==> config.mk <==
export PLATFORM = sky130hd
export DESIGN_NAME = tof_i2c_arbiter
export DESIGN_NICKNAME = d
export VERILOG_FILES = /design/src/rtl/tof_i2c_arbiter.sv
export SDC_FILE = /design/constraint.sdc
export NUM_CORES = 1
export LEC_CHECK = 0
export BUFFER_PORTS_ARGS = -buffer_cell sky130_fd_sc_hd__buf_2
export CORE_ASPECT_RATIO = 1.25
export CORE_MARGIN = 2
export CORE_UTILIZATION = 28
export CTS_CLUSTER_SIZE = 10
export DETAILED_ROUTE_END_ITERATION = 10
export PLACE_DENSITY_LB_ADDON = 0.15
export RECOVER_POWER = 25
export SLEW_MARGIN = 20
export SYNTH_ARGS = -nofsm -noshare
export SYNTH_HDL_FRONTEND = slang
export SYNTH_SLANG_ARGS = --single-unit
export TNS_END_PERCENT = 30
==> constraint.sdc <==
create_clock -name clk -period 2.87 [get_ports clk]
set_clock_uncertainty 0.15 [all_clocks]
set_input_delay 0.287 -clock clk [delete_from_list [all_inputs] [get_ports clk]]
set_output_delay 0.287 -clock clk [all_outputs]
set_load 0.01 [all_outputs]
==> src/rtl/tof_i2c_arbiter.sv <==
// ---------------------------------------------------------------------------
// tof_i2c_arbiter
//   Shares a single I2C master between NREQ ToF sensor sequencers. Only one
//   register transaction is in flight at a time. A round-robin pointer picks
//   the winner among the active requests, and the winner's fields are frozen
//   onto the master interface. Completion status and read data are returned
//   to the winner only, as a one-cycle req_done pulse.
//
//   Optional feature macro: TOF_ARB_TIMEOUT_EN
//     When it is defined, a 15-bit watchdog ends a BUSY phase that lasts
//     TIMEOUT_CYCLES cycles. That transaction completes with req_error=1 and
//     req_rdata=0.
//
// Ports
//   clk, reset           clock, synchronous active-high reset
//   req_start[NREQ]      per-requester request, held until its req_done
//   req_addr[NREQ*16]    register address, requester i at [16*i+:16]
//   req_wdata[NREQ*8]    write data, requester i at [8*i+:8]
//   req_is_read[NREQ]    1 = read transaction
//   req_nbytes[NREQ*10]  byte count, requester i at [10*i+:10]
//   req_done[NREQ]       one-hot completion pulse (one cycle)
//   req_error            valid with req_done: transaction failed
//   req_rdata[16]        valid with req_done: data captured from the master
//   m_start              to master, held until m_ready / m_error
//   m_register_address, m_i2c_data, m_is_read, m_nb_of_bytes
//                        frozen fields of the granted requester
//   m_sel[IDXW]          granted requester index
//   m_ready, m_error     master completion / failure
//   m_rdata[16]          master read data
//   busy                 high in BUSY and DONE
// ---------------------------------------------------------------------------
module tof_i2c_arbiter #(
  parameter int unsigned NREQ           = 4,
  parameter int unsigned IDXW           = 2,
  parameter int unsigned TIMEOUT_CYCLES = 20000
) (
  input  logic                 clk,
  input  logic                 reset,
  input  logic [NREQ-1:0]      req_start,
  input  logic [NREQ*16-1:0]   req_addr,
  input  logic [NREQ*8-1:0]    req_wdata,
  input  logic [NREQ-1:0]      req_is_read,
  input  logic [NREQ*10-1:0]   req_nbytes,
  output logic [NREQ-1:0]      req_done,
  output logic                 req_error,
  output logic [15:0]          req_rdata,
  output logic                 m_start,
  output logic [15:0]          m_register_address,
  output logic [7:0]           m_i2c_data,
  output logic                 m_is_read,
  output logic [9:0]           m_nb_of_bytes,
  output logic [IDXW-1:0]      m_sel,
  input  logic                 m_ready,
  input  logic                 m_error,
  input  logic [15:0]          m_rdata,
  output logic                 busy
);

  // Elaboration-time sanity check of the configuration.
  localparam bit CFG_OK = (NREQ >= 2) && (NREQ <= 8) &&
                          (NREQ <= (1 << IDXW)) &&
                          (TIMEOUT_CYCLES >= 2) && (TIMEOUT_CYCLES <= 32768);
  if (!CFG_OK) begin : g_bad_cfg
    $error("tof_i2c_arbiter: unsupported NREQ/IDXW/TIMEOUT_CYCLES");
  end

  typedef enum logic [1:0] {
    ST_IDLE,
    ST_BUSY,
    ST_DONE
  } state_e;

  state_e            state_q;
  logic [IDXW-1:0]   rr_ptr_q;
  logic [IDXW-1:0]   sel_q;
  logic              start_q;
  logic              busy_q;
  logic [15:0]       addr_q;
  logic [7:0]        wdata_q;
  logic              is_read_q;
  logic [9:0]        nbytes_q;
  logic [NREQ-1:0]   done_q;
  logic              error_q;
  logic [15:0]       rdata_q;

  // -------------------------------------------------------------------------
  // Round-robin winner search: the first active request at or after rr_ptr_q,
  // wrapping modulo NREQ.
  // -------------------------------------------------------------------------
  logic              win_vld_d;
  logic [IDXW-1:0]   win_idx_d;
  logic [IDXW-1:0]   cand_idx;
  int unsigned       cand;

  always_comb begin
    win_vld_d = 1'b0;
    win_idx_d = '0;
    cand      = 0;
    cand_idx  = '0;
    for (int unsigned k = 0; k < NREQ; k++) begin
      cand     = (32'(rr_ptr_q) + k) % NREQ;
      cand_idx = IDXW'(cand);
      if (!win_vld_d && req_start[cand_idx]) begin
        win_vld_d = 1'b1;
        win_idx_d = cand_idx;
      end
    end
  end

  logic [IDXW-1:0] rr_next_d;
  assign rr_next_d = (sel_q == IDXW'(NREQ - 1)) ? '0 : sel_q + 1'b1;

  // -------------------------------------------------------------------------
  // Watchdog (optional). It clears when BUSY is entered and counts BUSY
  // cycles. The timeout is hit on the TIMEOUT_CYCLES-th BUSY clock edge.
  // -------------------------------------------------------------------------
  logic timeout;

`ifdef TOF_ARB_TIMEOUT_EN
  localparam logic [14:0] WD_LAST = 15'(TIMEOUT_CYCLES - 1);

  logic [14:0] wd_q;

  assign timeout = (state_q == ST_BUSY) && (wd_q == WD_LAST);

  always_ff @(posedge clk) begin
    if (reset) begin
      wd_q <= '0;
    end else if (state_q == ST_IDLE) begin
      wd_q <= '0;
    end else if (state_q == ST_BUSY && !timeout) begin
      wd_q <= wd_q + 15'd1;
    end
  end
`else
  assign timeout = 1'b0;
`endif

  // -------------------------------------------------------------------------
  // Arbitration FSM with registered outputs.
  // -------------------------------------------------------------------------
  always_ff @(posedge clk) begin
    if (reset) begin
      state_q   <= ST_IDLE;
      rr_ptr_q  <= '0;
      sel_q     <= '0;
      start_q   <= 1'b0;
      busy_q    <= 1'b0;
      addr_q    <= '0;
      wdata_q   <= '0;
      is_read_q <= 1'b0;
      nbytes_q  <= '0;
      done_q    <= '0;
      error_q   <= 1'b0;
      rdata_q   <= '0;
    end else begin
      unique case (state_q)
        ST_IDLE: begin
          if (win_vld_d) begin
            sel_q     <= win_idx_d;
            addr_q    <= req_addr[16*win_idx_d +: 16];
            wdata_q   <= req_wdata[8*win_idx_d +: 8];
            is_read_q <= req_is_read[win_idx_d];
            nbytes_q  <= req_nbytes[10*win_idx_d +: 10];
            start_q   <= 1'b1;
            busy_q    <= 1'b1;
            state_q   <= ST_BUSY;
          end
        end

        ST_BUSY: begin
          // m_error outranks m_ready. m_ready outranks a simultaneous
          // timeout. Only a pure timeout returns zero read data.
          if (m_ready || m_error || timeout) begin
            start_q <= 1'b0;
            error_q <= m_error || !m_ready;
            rdata_q <= (m_ready || m_error) ? m_rdata : 16'h0000;
            done_q  <= NREQ'(1) << sel_q;
            state_q <= ST_DONE;
          end
        end

        ST_DONE: begin
          done_q   <= '0;
          error_q  <= 1'b0;
          rdata_q  <= '0;
          busy_q   <= 1'b0;
          rr_ptr_q <= rr_next_d;
          state_q  <= ST_IDLE;
        end

        default: begin
          state_q <= ST_IDLE;
        end
      endcase
    end
  end

  assign m_start            = start_q;
  assign busy               = busy_q;
  assign m_sel              = sel_q;
  assign m_register_address = addr_q;
  assign m_i2c_data         = wdata_q;
  assign m_is_read          = is_read_q;
  assign m_nb_of_bytes      = nbytes_q;
  assign req_done           = done_q;
  assign req_error          = error_q;
  assign req_rdata          = rdata_q;

endmodule

==> results.py, run 1 <==
metrics = {
    "clock_tree": {
        "cts-hold-fix-buffers": 0,
        "tritoncts": "done",
        "cts_buffers": 9,
        "clkLatencyLatePin_ps": 320,
        "post_cts_buffers": 0,
        "clock-sinks": 64,
        "clockRootBuffer": "clkbuf_16",
        "htree_levels": 3,
        "ctsResizeCount": 0,
        "cts_max_path_buffers": 2,
        "clk_pin_slew_ps": 60,
    },
    "die": {
        "start_util": 0.288,
        "die_h_um": 127,
        "dieWidth_um": 102,
        "dieArea_um2": 12900,
        "io_pins": 224,
        "core-area_um2": 11700,
        "rows": 44,
    },
    "global_route": {
        "grt_usage": 0.170,
        "grt_max_degree": 42,
        "grt_overflow_total": 0,
        "grt_antenna_before_repair": 1,
        "grt_pass1_wl_mm": 17.3,
        "grt_pass1_vias": 3695,
    },
    "hold_path": {
        "hp-class": "primary input to register",
        "hold_path_depth": 2,
        "worst_hold_startpoint": "m_rdata[4]",
    },
    "placed_design": {
        "placed_cell_area_um2": 4560,
        "place_hpwl_mm": 8.46,
        "dp.cells": 777,
        "portBuffers": 223,
        "place_congestion": 0.774,
    },
    "synthesis": {
        "async_flop_share": 0,
        "synth_cell_types": 28,
        "synth_flop_cell": "dfxtp_1",
        "synth-seq-area-share": 0.381,
        "synth_fa_ha_area_frac": 0.0149,
        "synth_xor_area_frac": 0,
        "synthSimpleGateAreaFrac": 0.207,
        "synth-seq-cells": 64,
        "synth_top_family_by_area": "compound AO/OA/AOI/OAI gates",
        "syn_avg_cell_area_um2": 8.03,
        "syn-num-nets": 587,
        "syn_inst": 419,
        "synth_compound_area_frac": 0.313,
        "syn-cell-area_um2": 3370,
        "yosysWarnings": 0,
        "synth_edf_count": 0,
        "synthMuxAreaShare": 0.00892,
    },
    "detailed_routing": {
        "viasPerCell": 4.71,
        "routed_wl_mm": 11.3,
        "drt-met1-wl_mm": 4.66,
        "dr_wl_met3_mm": 1.05,
        "met2_length_mm": 5.40,
        "vias": 3738,
        "remaining_drc_errors": 0,
        "drtPass1Iterations": 6,
        "topRoutingLayerUsed": "met5",
        "final_antenna_net_count": 0,
        "wl_per_cell_um": 14.2,
        "initialDrtViolationCount": 91,
    },
    "power": {
        "p_int_mw": 2.06,
        "comb_power_share": 0.216,
        "p_per_area_nw_per_um2": 589,
        "p_sw_frac": 0.279,
        "pwr-share-clk": 0.420,
        "seqPwrFrac": 0.363,
        "vdd_drop_max_mv": 0.282,
        "p_switching_mw": 0.798,
        "p_leak_nw": 2.50,
        "p_total_mw": 2.86,
    },
    "cells_and_area": {
        "instances_no_fill": 793,
        "register_area_um2": 1280,
        "syn_to_final_growth_pct": 44.3,
        "fill_cells": 1260,
        "multi_input_area_um2": 1870,
        "final_nets": 795,
        "diodes": 0,
        "drive_gt1_frac": 0.403,
        "finalInstanceArea_um2": 4860,
    },
    "timing": {
        "fmax_mhz": 436,
        "post-route-period-util": 0.800,
        "rsz0062_at_grt": "no",
        "slew_headroom": 0.324,
        "slew_violations": 0,
        "finalSetupTns_ps": 0,
        "worstMarginPinSlew_ps": 1010,
        "hold_viol": 0,
        "period_needed_ps": 2300,
        "finalSetupViolations": 0,
    },
    "setup_path": {
        "reg2reg_to": "m_register_address[9]$_SDFFE_PP0P_",
        "cp-endpoint": "m_register_address[9]$_SDFFE_PP0P_",
        "rrSetupSlack_ps": 570,
        "worstSetupStartpointType": "register",
        "startpoint": "rr_ptr_q[1]$_SDFFE_PP0P_",
        "reg2reg_depth": 6,
        "arrival_ps": 2350,
        "cp_max_fo": 41,
        "worst_setup_path_end_kind": "register",
        "r2r_start": "rr_ptr_q[1]$_SDFFE_PP0P_",
        "cp.required_ps": 2930,
        "path_class": "register to register",
    },
    "outcome": {
        "outcome": "completed",
    },
    "flow_run": {
        "maxCapViolCount": 0,
    },
}
[cell type report]
type                            instances  area share
Multi-Input combinational cell        318       0.385
Clock buffer                           12      0.0528
Inverter                                4     0.00309
Clock inverter                          4      0.0157
Timing Repair Buffer                  230       0.238
Sequential cell                        64       0.264
Tap cell                              161      0.0415
[state kept, by name (all words and copies together), names as in the netlist]
register and cells:
m_register_address 16, req_rdata 16, m_nb_of_bytes 10, m_i2c_data 8, req_done 4, m_sel 2, rr_ptr_q 2, state_q 2
busy 1, m_is_read 1, m_start 1, req_error 1
[stage by stage]
step	utilization	worst slack [ps]	hold slack [ps]
2_1_floorplan	-	1100	270
3_3_place_gp	0.391	635	288
3_5_place_dp	0.391	574	294
4_1_cts	0.419	571	11.4
5_1_grt	0.416	382	14.5
6_report	0.416	575	25.0
[cells in the mapped netlist (all sizes together), types with 3 or more instances]
library cell | number | area share
a21oi | 77 | 0.15
nand2b | 3 | 0.0056
o21ai | 4 | 0.0071
mux2i | 3 | 0.0089
ha | 4 | 0.015
nor2b | 3 | 0.0056
nand2 | 142 | 0.16
dfxtp | 64 | 0.38
nor3 | 5 | 0.0074
nor2 | 11 | 0.012
buf | 25 | 0.062
a211o | 35 | 0.091
inv | 4 | 0.0045
a22o | 20 | 0.052
clkbuf | 8 | 0.0089
[power groups by stage]
stage / sequential, mW / combinational (mW) / clock, mW
final: 1.04 / 0.619 / 1.20
after global routing: 1.05 / 0.688 / 1.29
after CTS: 1.04 / 0.641 / 1.24
after detailed placement: 1.06 / 0.639 / 0
after global placement: 1.05 / 0.634 / 0
after floorplan: 1.09 / 0.333 / 0
[how the worst min path moves through the flow]
stage	end	slack, ps
2_1_floorplan	req_rdata[0]$_SDFFE_PP0P_	270
3_3_place_gp	m_nb_of_bytes[1]$_SDFFE_PP0P_	290
3_5_place_dp	m_nb_of_bytes[4]$_SDFFE_PP0P_	290
4_1_cts	req_rdata[15]$_SDFFE_PP0P_	10
5_1_grt	req_rdata[4]$_SDFFE_PP0P_	10
6_report	req_rdata[4]$_SDFFE_PP0P_	20
[critical path: stages (launching register included)]
cell,delay (ps)
dfxtp_1,430
mux2i_1,400
o221ai_4,400
buf_12,330
nand2_1,80
a21oi_1,70
a211o_1,310
[kinds of logic after synthesis]
kind of cell             count (synthesis)
AND/OR/NAND/NOR                        170
adder cells (fa/ha/maj)                  4
AO/OA/AOI/OAI                          141
buffers and inverters                   37
multiplexers                             3
flip-flops                              64
[per-layer routing]
layer | up-vias | global-route usage
li1 | 1871 | -
met1 | 1687 | 0.191
met2 | 162 | 0.298
met3 | 16 | 0.0562
met4 | 2 | 0.0557
met5 | - | 0
[layout by cell type (no fill, tap or decap)]
cell type | netlist | layout
buf_2 | 9 | 193
nand2_1 | 142 | 142
dfxtp_1 | 64 | 64
a21oi_1 | 47 | 47
a211o_1 | 35 | 35
clkbuf_1 | 8 | 31
a21oi_2 | 30 | 30
a22o_1 | 20 | 20
nor2_1 | 11 | 11
clkbuf_16 | 0 | 9
buf_4 | 4 | 5
inv_1 | 4 | 4
ha_1 | 4 | 4
mux2i_1 | 3 | 3
nand2b_1 | 3 | 3
o21ai_0 | 3 | 3
nor3_1 | 5 | 3
nor2b_1 | 3 | 2
clkbuf_8 | 0 | 2
bufinv_16 | 0 | 2
buf_12 | 0 | 2
nor4_1 | 0 | 1
or3_4 | 1 | 1
nor2b_4 | 0 | 1
a21boi_1 | 1 | 1
or3b_1 | 2 | 1
o221a_2 | 1 | 1
o221ai_4 | 0 | 1
a221oi_2 | 1 | 1
nor4_2 | 2 | 1
o21ai_4 | 0 | 1
or3b_2 | 0 | 1
nor3_2 | 0 | 1
nor3_4 | 0 | 1
or3_1 | 1 | 1
a31oi_1 | 1 | 1
clkinv_4 | 0 | 1
clkinvlp_4 | 0 | 1
Note: power is estimated with default switching activity, not from simulation.
==> run 2, diff against run 1 <==
==> constraint.sdc (replaced) <==
create_clock -name clk -period 2.2 [get_ports clk]
set_clock_uncertainty 0.15 [all_clocks]
set_input_delay 0.22 -clock clk [delete_from_list [all_inputs] [get_ports clk]]
set_output_delay 0.22 -clock clk [all_outputs]
set_load 0.01 [all_outputs]
==> results.py, run 2 (synthesis results as in run 1) <==
metrics = {
    "power": {
        "p_per_area_nw_per_um2": 730,
        "vdd_drop_max_mv": 0.403,
        "p_total_mw": 3.75,
        "p_leak_nw": 2.62,
    },
    "detailed_routing": {
        "viasPerCell": 4.65,
        "remaining_drc_errors": 0,
        "wl_per_cell_um": 14.0,
        "initialDrtViolationCount": 124,
        "routed_wl_mm": 11.4,
        "vias": 3803,
        "drtPass1Iterations": 5,
        "final_antenna_net_count": 0,
    },
    "timing": {
        "fmax_mhz": 485,
        "finalSetupViolations": 0,
        "period_needed_ps": 2060,
        "worstMarginPinSlew_ps": 903,
        "finalSetupTns_ps": 0,
        "hold_viol": 0,
        "post-route-period-util": 0.937,
        "slew_headroom": 0.397,
        "rsz0062_at_grt": "no",
        "slew_violations": 0,
    },
    "setup_path": {
        "worst_setup_path_end_kind": "register",
        "path_buf_inv": 1,
        "crit_family": "simple AND/OR/NAND/NOR gates",
        "cp.required_ps": 2320,
        "worstSetupStartpointType": "register",
        "arrival_ps": 2180,
        "slowest_stage": "or3b_2",
        "reg2reg_to": "m_i2c_data[5]$_SDFFE_PP0P_",
        "cp_cell_sequence": "nor4_4 -> or3b_2 -> buf_4 -> a21oi_1 -> a211o_1",
        "cp_slowest_stage_delay_ps": 520,
        "rrSetupSlack_ps": 140,
        "path_class": "register to register",
        "reg2reg_depth": 5,
        "cp_max_fo": 15,
        "r2r_start": "state_q[0]$_SDFFE_PP0P_",
    },
    "cells_and_area": {
        "fill_cells": 1226,
        "multi_input_area_um2": 1920,
        "final_util": 0.439,
        "layout_commonest_cell": "buf_2",
        "final_nets": 820,
        "diodes": 0,
        "finalInstanceArea_um2": 5130,
        "syn_to_final_growth_pct": 52.4,
        "drive_gt1_frac": 0.409,
        "register_area_um2": 1280,
        "layout_common_cells": "buf_2, nand2_1, dfxtp_1",
    },
    "clock_tree": {
        "clockRootBuffer": "clkbuf_16",
        "clkLatencyLatePin_ps": 330,
        "clock-sinks": 64,
        "cts_buffers": 9,
        "clk_pin_slew_ps": 60,
        "cts_max_path_buffers": 2,
        "htree_levels": 3,
        "tritoncts": "done",
    },
    "die": {
        "start_util": 0.288,
        "dieArea_um2": 12900,
        "core-area_um2": 11700,
        "io_pins": 224,
        "dieWidth_um": 102,
        "rows": 44,
        "die_h_um": 127,
    },
    "global_route": {
        "grt_max_degree": 46,
        "grt_antenna_before_repair": 1,
        "grt_pass1_vias": 3618,
        "grt_pass1_wl_mm": 16.8,
        "grt_overflow_total": 0,
        "grt_usage": 0.164,
    },
    "placed_design": {
        "place_hpwl_mm": 8.19,
        "portBuffers": 223,
        "place_congestion": 0.761,
        "placed_cell_area_um2": 4630,
    },
    "hold_path": {
        "hold_path_depth": 4,
        "hp-class": "primary input to register",
        "min_to": "m_nb_of_bytes[8]$_SDFFE_PP0P_",
        "worst_hold_startpoint": "req_nbytes[18]",
    },
    "flow_run": {
        "maxCapViolCount": 0,
    },
    "outcome": {
        "outcome": "completed",
    },
}
run 2: how the worst max path moves through the flow:
stage	from	endpoint	cells past startpoint	slack [ps]
after floorplan	state_q[0]$_SDFFE_PP0P_	m_i2c_data[6]$_SDFFE_PP0P_	6	430
after global placement	req_start[2]	m_i2c_data[7]$_SDFFE_PP0P_	5	-30
after detailed placement	req_start[2]	m_register_address[4]$_SDFFE_PP0P_	5	-40
after CTS	rr_ptr_q[1]$_SDFFE_PP0P_	m_register_address[0]$_SDFFE_PP0P_	6	20
after global routing	state_q[0]$_SDFFE_PP0P_	m_i2c_data[5]$_SDFFE_PP0P_	5	10
final	state_q[0]$_SDFFE_PP0P_	m_i2c_data[5]$_SDFFE_PP0P_	5	140
run 2: tightest hold or removal path, stage by stage:
cell and delay (ps):
buf_2 70, nand2_1 40, a21oi_1 110, a211o_1 100
run 2: layer usage:
| layer | share of wire | track usage | wire length (um) | vias up |
|---|---|---|---|---|
| met5 | 0.0017 | 0 | 19 | - |
| li1 | - | - | - | 1920 |
| met4 | 0.016 | 0.0620 | 187 | 2 |
| met1 | 0.41 | 0.193 | 4730 | 1705 |
| met2 | 0.48 | 0.284 | 5460 | 160 |
| met3 | 0.091 | 0.0391 | 1040 | 16 |
run 2: area by class of cell:
cell class                 count  share of cell area
tap                          161              0.0393
sequential                    64               0.250
clock buffer                  10              0.0466
multi-input combinational    319               0.374
clock inverter                 6              0.0161
timing repair buffer         254               0.272
inverter                       4             0.00293
run 2: where the power goes:
group          total, mW  switching, mW  internal [mW]
sequential          1.35         0.0673           1.28
combinational      0.867          0.473          0.394
clock               1.53          0.513           1.02
run 2: timing repair:
| item | 4_1_cts | 5_1_grt |
|---|---|---|
| hold buffers | 16 | 0 |
| gates resized for setup | 0 | 7 |
| setup endpoints to repair | 0 | 35 |
| setup buffers | 0 | 1 |
| endpoints found under the hold margin | 16 | 0 |
run 2: through the flow:
| step | worst slack (ps) | hold slack [ps] | instances |
|---|---|---|---|
| CTS | 17.1 | 78.8 | 816 |
| detailed placement | -39.7 | 292 | 784 |
| global placement | -32.8 | 286 | 784 |
| finish | 140 | 90.6 | 818 |
| floorplan | 430 | 203 | 419 |
| global route | 14.4 | 106 | 818 |
